**config.mk**
```make
export PLATFORM = sky130hd
export DESIGN_NAME = safe_lockout_ctrl
export DESIGN_NICKNAME = d
export VERILOG_FILES = /design/src/rtl/safe_lockout_ctrl.sv
export SDC_FILE = /design/constraint.sdc
export NUM_CORES = 1
export LEC_CHECK = 0
export ABC_AREA = 1
export CAP_MARGIN = 20
export CORE_MARGIN = 1
export CORE_UTILIZATION = 47
export DETAILED_ROUTE_END_ITERATION = 10
export GPL_ROUTABILITY_DRIVEN = 1
export PLACE_DENSITY_LB_ADDON = 0.25
export SYNTH_ARGS = -nofsm -noshare
export SYNTH_HDL_FRONTEND = slang
export SYNTH_SLANG_ARGS = --single-unit
export TNS_END_PERCENT = 5
```
**constraint.sdc**
```tcl
create_clock -name clk -period 1.65 [get_ports clk]
set_clock_uncertainty 0.05 [all_clocks]
set_input_delay 0.33 -clock clk [delete_from_list [all_inputs] [get_ports clk]]
set_output_delay 0.33 -clock clk [all_outputs]
set_load 0.03 [all_outputs]
```
**src/rtl/safe_lockout_ctrl.sv**
```systemverilog
// Sequencer for the safe's countdown timer: entry sessions, wrong-password counting,
// lockouts with escalating duration, and the open/auto-relock window.
module safe_lockout_ctrl #(
  parameter int unsigned MAX_FAIL  = 3,
  parameter int unsigned ESC_LOCKS = 2,
  parameter int unsigned CNT_W     = 3
) (
  input  logic             clk,
  input  logic             rst,
  input  logic             key_pressed,
  input  logic             pw_valid,
  input  logic             pw_match,
  input  logic             close_req,
  input  logic             time_out,
  output logic             run_timer,
  output logic             reset_timer,
  output logic             timer_mode_5min,
  output logic             lock_open,
  output logic             locked_out,
  output logic             entry_abort,
  output logic [CNT_W-1:0] fail_cnt,
  output logic [CNT_W-1:0] lock_cnt
);

  typedef enum logic [1:0] {StIdle, StEntry, StLockout, StOpen} state_e;

  localparam logic [CNT_W:0]   MaxFail  = (CNT_W+1)'(MAX_FAIL);
  localparam logic [CNT_W:0]   EscLocks = (CNT_W+1)'(ESC_LOCKS);
  localparam logic [CNT_W:0]   OneW     = (CNT_W+1)'(1);
  localparam logic [CNT_W-1:0] OneC     = CNT_W'(1);

  state_e           state_q;
  logic [CNT_W:0]   fail_inc;
  logic [CNT_W-1:0] lock_inc;
  logic             time_out_ok;

  assign fail_inc    = {1'b0, fail_cnt} + OneW;
  assign lock_inc    = (&lock_cnt) ? lock_cnt : lock_cnt + OneC;
  // The timer has not reloaded yet while reset_timer is high, so its expiry flag is stale.
  assign time_out_ok = time_out & ~reset_timer;

  always_ff @(posedge clk or posedge rst) begin
    if (rst) begin
      state_q         <= StIdle;
      run_timer       <= 1'b0;
      reset_timer     <= 1'b0;
      timer_mode_5min <= 1'b0;
      lock_open       <= 1'b0;
      locked_out      <= 1'b0;
      entry_abort     <= 1'b0;
      fail_cnt        <= '0;
      lock_cnt        <= '0;
    end else begin
      reset_timer <= 1'b0;
      entry_abort <= 1'b0;
      case (state_q)
        StIdle: begin
          if (key_pressed) begin
            state_q         <= StEntry;
            run_timer       <= 1'b1;
            reset_timer     <= 1'b1;
            timer_mode_5min <= 1'b0;
          end
        end
        StEntry: begin
          if (pw_valid) begin
            if (pw_match) begin
              state_q         <= StOpen;
              reset_timer     <= 1'b1;
              timer_mode_5min <= 1'b0;
              lock_open       <= 1'b1;
              fail_cnt        <= '0;
              lock_cnt        <= '0;
            end else if (fail_inc < MaxFail) begin
              state_q   <= StIdle;
              run_timer <= 1'b0;
              fail_cnt  <= fail_inc[CNT_W-1:0];
            end else begin
              state_q         <= StLockout;
              reset_timer     <= 1'b1;
              timer_mode_5min <= ({1'b0, lock_inc} >= EscLocks);
              locked_out      <= 1'b1;
              fail_cnt        <= '0;
              lock_cnt        <= lock_inc;
            end
          end else if (time_out_ok) begin
            state_q     <= StIdle;
            run_timer   <= 1'b0;
            entry_abort <= 1'b1;
          end
        end
        StLockout: begin
          if (time_out_ok) begin
            state_q    <= StIdle;
            run_timer  <= 1'b0;
            locked_out <= 1'b0;
          end
        end
        StOpen: begin
          if (close_req || time_out_ok) begin
            state_q   <= StIdle;
            run_timer <= 1'b0;
            lock_open <= 1'b0;
          end
        end
        default: begin
          state_q    <= StIdle;
          run_timer  <= 1'b0;
          lock_open  <= 1'b0;
          locked_out <= 1'b0;
        end
      endcase
    end
  end

endmodule

```
==> flow_metrics.tcl <==
set metrics [dict create \
    status "complete, but fails checks" \
    failed_checks "DRC" \
    ir_drop_v 0.000915 \
    crit_type "reg -> reg" \
    portBuffers 18 \
    cts_buffers 3 \
    worst-path-stages 7 \
    drt-total-wl_um 1610 \
    final_core_util_pct 66.5 \
    reg2reg_to "lock_cnt[0]$_DFFE_PP0P_" \
    final_nets 146 \
    dp_hpwl_um 1280 \
    diodes 0 \
    max_stage_delay_ns 0.42 \
    cts.sinks 14 \
    wl_per_cell_um 10.8 \
    die_w_um 43.4 \
    power_density_nw_per_um2 1580 \
    grt_usage_pct 20.6 \
    antenna_found_initial 0 \
    hold_ws_ns 0.334 \
    fin_tns_setup_ns 0 \
    yosys_warnings 0 \
    maxSlewViolCount 0 \
    post_cts_resized 12 \
    grt_pass1_wl_um 2840 \
    fin_crit_sh_pct 94.7 \
    post_cts_buffers 0 \
    path_delay_family "simple AND/OR/NAND/NOR gates" \
    final_common_cell "nand2_1" \
    ys_seq_area_share_pct 43.4 \
    layout_min_cycle_time_ns 1.56 \
    synth.avg_cell_area_um2 7.40 \
    tightest_slew_ns 0.525 \
    core_um2 1560 \
    vias_per_cell 4.97 \
    critical_path_peak_fanout 5 \
    grt_pass1_vias 732 \
    h-tree-depth 1 \
    cts_tree "yes" \
    drtIter0Drc 15 \
    syn_area_um2 807 \
    reg2reg_depth 7 \
    stdcell_count 149 \
    io_pins 19 \
    cts_hold_buffers 0 \
    hold_viol_final 0 \
    placementRows 14 \
    synth.area.top_cells "dfrtp_1 43%, nand2_1 17%, inv_1 9.3%" \
    synth_top_area_share_pct 43.4 \
    critPathCapture "lock_cnt[0]$_DFFE_PP0P_" \
    vias 740 \
    cp_slowest_cell "dfrtp_1" \
    syn_to_final_growth_pct 28.5 \
    power.leakage_nw 0.601 \
    crit_buf_inv 1 \
    ff2ff_setup_slack_ns 0.09 \
    synthesis.nets 120 \
    die-area_um2 1890 \
    path_clk_slew_ns 0.07 \
    fp.dieH_um 43.4 \
    rsz0062_at_grt "false" \
    cts_root_buffer "clkbuf_4" \
    synthDistinctLibCells 19 \
    crit_arrival_ns 1.68 \
    start_util_pct 51.8 \
    ys_seq_elements 14 \
    dp_cells 146 \
    hold_class "in -> async" \
    grt_max_degree 15 \
    required_ns 1.77 \
    path_cells "ha_1 -> or2_0 -> nand2_1 -> nand3_1 -> buf_4 -> nand3_1 -> nand2_1" \
    max_clock_freq_ghz 0.640 \
    max_slew_margin_pct 65.0 \
    place_congestion 0.826 \
    grt-ovfl-total 0 \
    netlist_instances 109 \
    setup_viol 0 \
    clkLatencyLatePin_ns 0.28 \
    clockBufferDepth 2 \
    crit_path_start "fail_cnt[0]$_DFFE_PP0P_" \
    final_cell_mix "36 x nand2_1, 20 x inv_1, 14 x dfrtp_1, 12 x dlygate4sd2_1" \
    drc 6 \
    cap_violations 0 \
    worstSetupStartpointType "flip-flop" \
    crit_path_end_kind "flip-flop" \
    ant_nets 0 \
    first_pass_iters 7 \
    drive_gt1_share_pct 8.27 \
    r2r_start "fail_cnt[0]$_DFFE_PP0P_" \
    yosysTopAreaCell "dfrtp_1" \
]
-- sequential cells by signal, summed over array words and instances, names as in the netlist --
signal,count
fail_cnt,3
state_q,2
reset_timer,1
lock_open,1
timer_mode_5min,1
locked_out,1
entry_abort,1
lock_cnt,3
run_timer,1
-- worst register-to-register path: cells and delay by family, from the launching register on --
kind | cells | cell delay, ns
simple gates | 5 | 0.59
flops | 1 | 0.42
fa+ha+maj | 1 | 0.23
buf+inv | 1 | 0.17
-- kinds of logic (layout without fill, tap and decap cells) --
logic type,count (synthesis),in the layout,share of synthesized area (%)
adder cells (fa/ha/maj),4,4,6.20
XOR/XNOR,1,1,1.09
flip-flops,14,14,43.4
AO/OA/AOI/OAI,11,11,7.60
buffers and inverters,21,45,9.77
AND/OR/NAND/NOR,58,58,31.9
-- routing by layer --
layer  vias to the layer above  track usage (%)  routed length (um)
met5                         -                0                   0
met4                         0             11.9                  39
met3                         5             2.92                  79
met2                        18             34.5                 760
met1                       334             25.3                 735
li1                        383                -                   -
-- where the power goes --
| part | switching, mW | internal, mW | leakage [nW] |
|---|---|---|---|
| sequential | 0.0990 | 0.461 | 0.182 |
| clock | 0.103 | 0.0848 | 0.0138 |
| combinational | 0.576 | 0.314 | 0.405 |
-- stage by stage --
step                cell area, um2  power, mW  setup WS, ns
floorplan                      807       1.19        0.0755
global placement              1030       1.51        0.0112
detailed placement            1030       1.53       0.00894
CTS                           1040       1.66        0.0982
global route                  1040       1.79       0.00758
finish                        1040       1.64        0.0882
-- worst min-delay path by stage --
stage                           from               endpoint  slack (ns)  depth (start not counted)
2_1_floorplan                    rst  entry_abort$_DFF_PP0_        0.17                          1
3_3_place_gp   run_timer$_DFFE_PP0P_  run_timer$_DFFE_PP0P_        0.43                          2
3_5_place_dp   run_timer$_DFFE_PP0P_  run_timer$_DFFE_PP0P_        0.44                          2
4_1_cts                          rst  entry_abort$_DFF_PP0_        0.36                          2
5_1_grt                          rst  reset_timer$_DFF_PP0_        0.42                          2
6_report                         rst  entry_abort$_DFF_PP0_        0.33                          2
-- final cells by class --
class                      instances  area [um2]
clock buffer                       3        22.5
tap                               16        20.0
multi-input combinational         74         378
timing repair buffer              21         188
fill                             144         522
inverter                          21        78.8
sequential                        14         350
-- synthesized netlist by cell type --
library cell / n
o21ai_0: 8
or2_0: 2
inv_2: 1
inv_1: 20
o31ai_1: 1
nand2_1: 36
nor2_1: 5
xnor2_1: 1
nand3b_1: 1
dfrtp_1: 14
nand4_1: 1
nand2_2: 1
a21oi_1: 1
nor2_4: 1
ha_1: 4
nor3_1: 2
nand3_1: 8
nor3_2: 1
o21ai_2: 1
(Power assumes the default switching activity.)
